File: config.mk
export PLATFORM = sky130hd
export DESIGN_NAME = axil_bram_slave
export DESIGN_NICKNAME = d
export VERILOG_FILES = /design/src/rtl/axil_pkg.sv /design/src/rtl/axil_bram_slave.sv
export SDC_FILE = /design/constraint.sdc
export NUM_CORES = 1
export LEC_CHECK = 0
export CAP_MARGIN = 20
export CORE_ASPECT_RATIO = 1.4
export CORE_UTILIZATION = 42
export DETAILED_ROUTE_END_ITERATION = 7
export GPL_TIMING_DRIVEN = 0
export HOLD_SLACK_MARGIN = 0.05
export PLACE_DENSITY = 0.8
export RECOVER_POWER = 100
export SYNTH_ARGS = -nofsm -noshare
export SYNTH_HDL_FRONTEND = slang
export SYNTH_SLANG_ARGS = --single-unit
File: constraint.sdc
create_clock -name sclk -period 1.89 [get_ports sclk]
set_input_delay 0.378 -clock sclk [delete_from_list [all_inputs] [get_ports sclk]]
set_output_delay 0.378 -clock sclk [all_outputs]
set_load 0.01 [all_outputs]
File: src/rtl/axil_pkg.sv
// Shared constants and types for the AXI4-Lite BRAM slave.
// Response codes, bus widths, FSM states and arbitration grant.
package axil_pkg;

  localparam int AXI_DW = 32;
  localparam int AXI_SW = 4;

  localparam logic [1:0] RESP_OKAY   = 2'b00;
  localparam logic [1:0] RESP_SLVERR = 2'b10;

  typedef enum logic [2:0] {
    S_IDLE,
    S_WRITE,
    S_WRESP,
    S_READ,
    S_RWAIT,
    S_RRESP
  } state_e;

  typedef enum logic {
    GNT_WRITE = 1'b0,
    GNT_READ  = 1'b1
  } grant_e;

endpackage

File: src/rtl/axil_bram_slave.sv
// AXI4-Lite slave in front of a single-port 32-bit BRAM.
// One access in flight; contested AW/W vs AR is round-robin.
module axil_bram_slave
  import axil_pkg::*;
#(
  parameter int unsigned BRAM_AW   = 10,
  parameter logic [31:0] BASE_ADDR = 32'h0000_0000
) (
  input  logic              sclk,
  input  logic              reset,
  input  logic [31:0]       bram_axi_awaddr_i,
  input  logic              bram_axi_awvalid_i,
  output logic              bram_axi_awready_o,
  input  logic [AXI_DW-1:0] bram_axi_wdata_i,
  input  logic [AXI_SW-1:0] bram_axi_wstrb_i,
  input  logic              bram_axi_wvalid_i,
  output logic              bram_axi_wready_o,
  output logic [1:0]        bram_axi_bresp_o,
  output logic              bram_axi_bvalid_o,
  input  logic              bram_axi_bready_i,
  input  logic [31:0]       bram_axi_araddr_i,
  input  logic              bram_axi_arvalid_i,
  output logic              bram_axi_arready_o,
  output logic [AXI_DW-1:0] bram_axi_rdata_o,
  output logic [1:0]        bram_axi_rresp_o,
  output logic              bram_axi_rvalid_o,
  input  logic              bram_axi_rready_i,
  output logic              bram_en_o,
  output logic [AXI_SW-1:0] bram_we_o,
  output logic [BRAM_AW-1:0] bram_addr_o,
  output logic [AXI_DW-1:0] bram_wdata_o,
  input  logic [AXI_DW-1:0] bram_rdata_i
);

  state_e              state_q, state_d;
  logic                aw_hold_q, aw_hold_d;
  logic [31:2]         aw_addr_q, aw_addr_d;
  logic                w_hold_q, w_hold_d;
  logic [AXI_DW-1:0]   w_data_q, w_data_d;
  logic [AXI_SW-1:0]   w_strb_q, w_strb_d;
  logic [31:2]         ar_addr_q, ar_addr_d;
  grant_e              last_q, last_d;
  logic                awready_q, awready_d;
  logic                wready_q, wready_d;
  logic                arrdy_q, arrdy_d;
  logic [1:0]          bresp_q, bresp_d;
  logic [1:0]          rresp_q, rresp_d;
  logic [AXI_DW-1:0]   rdata_q, rdata_d;

  logic aw_fire;
  logic w_fire;
  logic wr_full;
  logic wr_grant;
  logic ar_ready;
  logic ar_fire;
  logic collide;
  logic aw_ok;
  logic ar_ok;
  logic unused_lsb;

  // Byte-lane bits of the AXI addresses carry no information here.
  assign unused_lsb = ^{bram_axi_awaddr_i[1:0],
                        bram_axi_araddr_i[1:0]};

  // Window decode on the held write and read addresses.
  always_comb begin
    aw_ok = aw_addr_q[31:BRAM_AW+2] == BASE_ADDR[31:BRAM_AW+2];
    ar_ok = ar_addr_q[31:BRAM_AW+2] == BASE_ADDR[31:BRAM_AW+2];
  end

  // Channel handshakes and write-vs-read arbitration.
  always_comb begin
    aw_fire  = bram_axi_awvalid_i && awready_q;
    w_fire   = bram_axi_wvalid_i && wready_q;
    wr_full  = (aw_hold_q || aw_fire) && (w_hold_q || w_fire);
    wr_grant = wr_full
             && !(bram_axi_arvalid_i && last_q == GNT_WRITE);
    ar_ready = arrdy_q && !wr_grant;
    ar_fire  = bram_axi_arvalid_i && ar_ready;
    collide  = wr_full && bram_axi_arvalid_i && arrdy_q;
  end

  // Next-state, holding registers, responses and registered readies.
  always_comb begin
    state_d   = state_q;
    aw_hold_d = aw_hold_q;
    aw_addr_d = aw_addr_q;
    w_hold_d  = w_hold_q;
    w_data_d  = w_data_q;
    w_strb_d  = w_strb_q;
    ar_addr_d = ar_addr_q;
    last_d    = last_q;
    bresp_d   = bresp_q;
    rresp_d   = rresp_q;
    rdata_d   = rdata_q;

    if (aw_fire) begin
      aw_hold_d = 1'b1;
      aw_addr_d = bram_axi_awaddr_i[31:2];
    end
    if (w_fire) begin
      w_hold_d = 1'b1;
      w_data_d = bram_axi_wdata_i;
      w_strb_d = bram_axi_wstrb_i;
    end
    if (ar_fire) begin
      ar_addr_d = bram_axi_araddr_i[31:2];
    end
    // Only a contested cycle moves the round-robin pointer.
    if (collide) begin
      last_d = wr_grant ? GNT_WRITE : GNT_READ;
    end

    unique case (state_q)
      S_IDLE: begin
        if (ar_fire) begin
          state_d = S_READ;
        end else if (aw_hold_q && w_hold_q) begin
          state_d = S_WRITE;
        end
      end
      S_WRITE: begin
        aw_hold_d = 1'b0;
        w_hold_d  = 1'b0;
        bresp_d   = aw_ok ? RESP_OKAY : RESP_SLVERR;
        state_d   = S_WRESP;
      end
      S_WRESP: begin
        if (bram_axi_bready_i) begin
          state_d = S_IDLE;
        end
      end
      S_READ: begin
        state_d = S_RWAIT;
      end
      S_RWAIT: begin
        rdata_d = ar_ok ? bram_rdata_i : '0;
        rresp_d = ar_ok ? RESP_OKAY : RESP_SLVERR;
        state_d = S_RRESP;
      end
      S_RRESP: begin
        if (bram_axi_rready_i) begin
          state_d = S_IDLE;
        end
      end
      default: begin
        state_d = S_IDLE;
      end
    endcase

    awready_d = (state_d == S_IDLE) && !aw_hold_d;
    wready_d  = (state_d == S_IDLE) && !w_hold_d;
    arrdy_d   = (state_d == S_IDLE) && !aw_hold_d && !w_hold_d;
  end

  // State and datapath registers with synchronous reset.
  always_ff @(posedge sclk) begin
    if (reset) begin
      state_q   <= S_IDLE;
      aw_hold_q <= 1'b0;
      aw_addr_q <= '0;
      w_hold_q  <= 1'b0;
      w_data_q  <= '0;
      w_strb_q  <= '0;
      ar_addr_q <= '0;
      last_q    <= GNT_READ;
      awready_q <= 1'b0;
      wready_q  <= 1'b0;
      arrdy_q   <= 1'b0;
      bresp_q   <= '0;
      rresp_q   <= '0;
      rdata_q   <= '0;
    end else begin
      state_q   <= state_d;
      aw_hold_q <= aw_hold_d;
      aw_addr_q <= aw_addr_d;
      w_hold_q  <= w_hold_d;
      w_data_q  <= w_data_d;
      w_strb_q  <= w_strb_d;
      ar_addr_q <= ar_addr_d;
      last_q    <= last_d;
      awready_q <= awready_d;
      wready_q  <= wready_d;
      arrdy_q   <= arrdy_d;
      bresp_q   <= bresp_d;
      rresp_q   <= rresp_d;
      rdata_q   <= rdata_d;
    end
  end

  // BRAM port: active only in the WRITE and READ states.
  always_comb begin
    bram_en_o    = 1'b0;
    bram_we_o    = '0;
    bram_addr_o  = '0;
    bram_wdata_o = '0;
    unique case (state_q)
      S_WRITE: begin
        bram_en_o    = 1'b1;
        bram_we_o    = aw_ok ? w_strb_q : '0;
        bram_addr_o  = aw_addr_q[BRAM_AW+1:2];
        bram_wdata_o = w_data_q;
      end
      S_READ: begin
        bram_en_o   = ar_ok;
        bram_addr_o = ar_addr_q[BRAM_AW+1:2];
      end
      default: begin
      end
    endcase
  end

  assign bram_axi_awready_o = awready_q;
  assign bram_axi_wready_o  = wready_q;
  assign bram_axi_arready_o = ar_ready;
  assign bram_axi_bvalid_o  = state_q == S_WRESP;
  assign bram_axi_bresp_o   = bresp_q;
  assign bram_axi_rvalid_o  = state_q == S_RRESP;
  assign bram_axi_rresp_o   = rresp_q;
  assign bram_axi_rdata_o   = rdata_q;

endmodule

* Word level (Yosys, flattened, before mapping)
Cells that the tools add are included.
Operators by class: equal/unequal tests 5, multiplexer cells 18, bitwise operators 1, reductions and logical operators 23
Operators by type and width (count):
- 32-bit two-way mux | 2
- 20-bit zero test | 2
- 10-bit case mux with 2 select lines | 1
- 3-bit case mux with 6 select lines | 1
- 1-bit logical AND | 13
- 3-bit two-way mux | 4
- 4-bit two-way mux | 2
- 3-bit by 2-bit == test with 1-bit output (second input constant) | 2
- 3-bit == test (second input constant) | 2
- 3-bit zero test | 2
- 1-bit two-way mux | 5
- 1-bit zero test | 4
- 2-bit two-way mux | 2
- 3-bit by 1-bit == test with 1-bit output (second input constant) | 1
- 1-bit logical OR | 2
- 1-bit case mux with 2 select lines | 1
- 1-bit inverter | 1
Storage, ports and cells: register bits 141, input port bits 139, output and inout port bits 88, word-level logic and storage cells 61

* Depth between registers and ports, before layout
depth after elaboration 12, gate-level depth with buffers 6, depth with buffers taken out 4

* Worst setup path before layout
No wires, ideal clock.
path kind flip-flop to output port, start point register state_q[0], end point output bram_wdata_o[14], data arrival time 1.395 ns, data required time 1.512 ns, setup slack 0.117 ns, stages on the path, launching flop included 6, path buffers 3, cells stage by stage dfxtp_1 -> buf_2 -> nor3b_1 -> buf_2 -> clkbuf_2 -> and2_1
On the way: cells in the longest elaborated chain, start to end 2
Ends and longest elaborated chain:
- start: declaration | RTL line axil_bram_slave.sv:35 | state_e state_q, state_d;
- start signal: assignment | RTL line axil_bram_slave.sv:174 | state_q <= state_d;
- 3-bit by 1-bit == test with 1-bit output | RTL line axil_bram_slave.sv:197 | unique case (state_q)
- 32-bit two-way mux | RTL line axil_bram_slave.sv:197
- end: declaration | RTL line axil_bram_slave.sv:31 | output logic [AXI_DW-1:0] bram_wdata_o,
Every way passes these cells.

* Final worst setup path
start point register state_q[2], end point output bram_we_o[3]
On the way: cells in the longest elaborated chain, start to end 2
Ends and longest elaborated chain:
- 3-bit by 1-bit == test with 1-bit output | RTL line axil_bram_slave.sv:197
- 4-bit two-way mux | RTL line axil_bram_slave.sv:197
- end: declaration | RTL line axil_bram_slave.sv:29 | output logic [AXI_SW-1:0] bram_we_o,
Every way passes these cells.

==> impl_metrics.yaml <==
outcome:
  status: "finished, violations left"
  violations: "negative setup slack"
clock_tree:
  cts-root-buf: "clkbuf_16"
  path_clk_slew_ns: 0.06
  clkLatencyLatePin_ns: 0.42
  clockBufferDepth: 2
  cts_sinks: 139
  tritoncts: "yes"
  numCtsBuffers: 17
  cts_max_level: 4
worst_setup_path:
  worstPathRequired_ns: 1.51
  path_cells: "nor3b_4 > buf_6 > nand4_1 > nor2_4 > and2_4 > buf_6"
  reg2reg_to: "bram_axi_rdata_o[13]$_SDFFE_PP0N_"
  cp_slowest_stage_delay_ns: 0.36
  slowest_stage: "dfxtp_4"
  crit_type: "register to primary output"
  cpLargestDelayFamily: "simple AND/OR/NAND/NOR gates"
  cp_max_fo: 5
  cp.buffers_inverters: 2
  r2r-start: "ar_addr_q[29]$_SDFFE_PP0N_"
  rrSetupSlack_ns: 0.11
  ff2ff_path_depth: 8
  crit_top_cell: "buf_6"
  critPathLaunchType: "register"
  critPathCaptureType: "primary output"
  worstPathArrival_ns: 1.83
route:
  routed_wl_um: 16700
  wl_met2_um: 9000
  vias_per_cell: 5.12
  drt-pass1-iter-count: 5
  drtAntennaViolNets: 0
  drt-met1-wl_um: 6210
  drc_errors: 0
  dr.max_layer_used: "met4"
  vias: 5383
  drt_first_iter_violations: 224
  wl_met3_um: 953
  wl_per_cell_um: 15.9
layout:
  nets: 1027
  num_antenna_cells: 0
  multi_input_area_um2: 2390
  regArea_um2: 2800
  syn_to_final_growth_pct: 64.0
  drive_gt1_share_pct: 18.1
  fill_cells: 932
global_routing:
  grt_pass1_vias: 5318
  antenna_found_initial: 0
  grt_pass1_wl_um: 25000
  grt.overflow.total: 0
  grt_max_degree: 17
  track_usage_pct: 25.2
timing:
  post-route-min-period_ns: 2.20
  finalHoldViolCount: 0
  rsz0062_at_grt: "yes"
  tightest_slew_ns: 0.563
  drv_slew: 0
  fin_ws_ns: -0.315
  skew_ns: 0.0111
  relSlewSlack_pct: 62.4
  fmax_mhz: 454
  finalSetupViolCount: 47
  hold_slack_ns: 0.358
  period_share_pct: 117
logic_synthesis:
  synth_top_cell_by_area: "dfxtp_1"
  syn_area_per_cell_um2: 8.47
  synth_area_leaders: "dfxtp_1 (53%), nand2_1 (14%), a21oi_1 (9.4%)"
  synthTopCellsByCount: "nand2_1 (199), dfxtp_1 (139), a21oi_1 (99)"
  synthFlopType: "dfxtp_1"
  syn_area_um2: 5260
  ys_ff_latch: 139
  synth_edf_count: 0
  synth_cells: 621
  synth_cell_types: 38
  async_flop_share_pct: 0
  synth_top_cell_area_share_pct: 52.9
  synth_warnings: 0
  synth.most_common_cell: "nand2_1"
  ys_seq_area_share_pct: 52.9
min_path:
  whs_endpoint: "bram_axi_awready_o$_SDFF_PP0_"
  hold_depth: 3
  hp-class: "input port to register"
  holdCritStartpoint: "reset"
power:
  p_leak_nw: 3.35
  peakVddDrop_mv: 0.520
  total_power_mw: 8.34
  powerDensity_nw_per_um2: 968
placed_design:
  hpwl_um: 11800
  io_buffers: 219
  place.gp.congestion: 0.806
floorplanning:
  ios: 227
  initial_core_util_pct: 42.9
  die_area_um2: 13000
  core_area_um2: 12300
  die_x_um: 96.6
  chipHeight_um: 134
  rows: 48
flow_run:
  drv_cap: 0
routing by layer:
layer | track usage (%) | vias to the layer above
li1 | - | 2623
met1 | 26.1 | 2519
met2 | 46.4 | 195
met3 | 5.33 | 46
met4 | 12.3 | 0
met5 | 0 | -
flip-flops by register name (all words and copies together), names as in the netlist, 3 cells and up:
name / cells
w_strb_q: 4
w_data_q: 32
state_q: 3
ar_addr_q: 30
bram_axi_rdata_o: 32
aw_addr_q: 30
placed cells by master (no fill, tap or decap), types with 2 or more instances in the layout:
cell type and count:
buf_2 27, clkinv_4 3, dfxtp_2 2, clkbuf_16 18
clkinvlp_4 2, buf_8 5, nor2b_4 2, dfxtp_1 134
nor4_2 3, buf_1 2, inv_6 5, nor4_1 4
buf_6 22, clkbuf_8 3, clkdlybuf4s15_2 10, clkbuf_1 25
clkdlybuf4s50_1 168, nor2_4 2, clkbuf_2 3, inv_1 2
dlygate4sd2_1 2, nor4_4 3, a22o_1 42, conb_1 2
nand2_1 199, nand2b_1 2, nor3_1 7, and2_4 13
nor2_1 8, dfxtp_4 3, and2_1 27, a211oi_1 2
a21oi_1 99, buf_4 24, a21oi_4 2
worst max-delay path by stage:
stage / start / endpoint / cells past startpoint
5_1_grt: state_q[2]$_SDFF_PP0_ / bram_we_o[3] / 6
4_1_cts: state_q[0]$_SDFF_PP0_ / bram_we_o[1] / 7
3_5_place_dp: state_q[0]$_SDFF_PP0_ / bram_we_o[3] / 6
2_1_floorplan: state_q[0]$_SDFF_PP0_ / bram_wdata_o[14] / 5
6_report: state_q[2]$_SDFF_PP0_ / bram_we_o[3] / 6
3_3_place_gp: state_q[0]$_SDFF_PP0_ / bram_we_o[1] / 6
worst min-delay path, delay by kind of cell:
| kind | cells | cell delay, ns |
|---|---|---|
| buf+inv | 1 | 0.12 |
| simple gates | 1 | 0.06 |
| compound gates | 1 | 0.17 |
metrics by stage:
stage | cells | setup slack [ns] | TNS [ns] | instance area (µm²) | utilization (%)
after CTS | 1038 | -0.330 | -9.51 | 8490 | 69.3
after global routing | 1051 | -0.410 | -12.04 | 8620 | 70.4
after floorplan | 622 | 0.117 | 0 | 5260 | -
final | 1051 | -0.315 | -7.90 | 8620 | 70.4
after detailed placement | 991 | -1.02 | -54.00 | 7640 | 62.4
after global placement | 991 | -0.907 | -45.74 | 7640 | 62.4
final cells by class:
class	instances	area share (%)
plain buffers	45	3.32
clock buffers	19	5.25
clock inverters	13	1.52
inverters	2	0.0871
multi-input cells	435	27.7
flip-flops and latches	139	32.4
well taps	150	2.18
repair buffers	248	27.5
report_power, final:
group / leakage [nW] / internal (mW) / switching, mW
registers: 1.13 / 3.19 / 0.180
clock network: 0.283 / 1.91 / 1.35
logic: 1.93 / 0.868 / 0.849
logic make-up after synthesis:
kind of cell | Yosys count | share of synthesized area (%)
and+or+nand+nor | 278 | 23.9
other | 1 | 0.0713
xor gates and xnor gates | 1 | 0.167
buffers and inverters | 48 | 4.33
DFF | 139 | 52.9
AOI/OAI and AO/OA | 154 | 18.6
timing repair:
action                                  in CTS  in global routing
gates resized for setup                    237                 35
cloned                                       4                  1
setup buffers                               11                 14
endpoints found under the setup margin      53                 73
pin swaps                                   29                 14
hold buffers                                 0                  0
No activity file was read; power rests on OpenSTA's default activity.
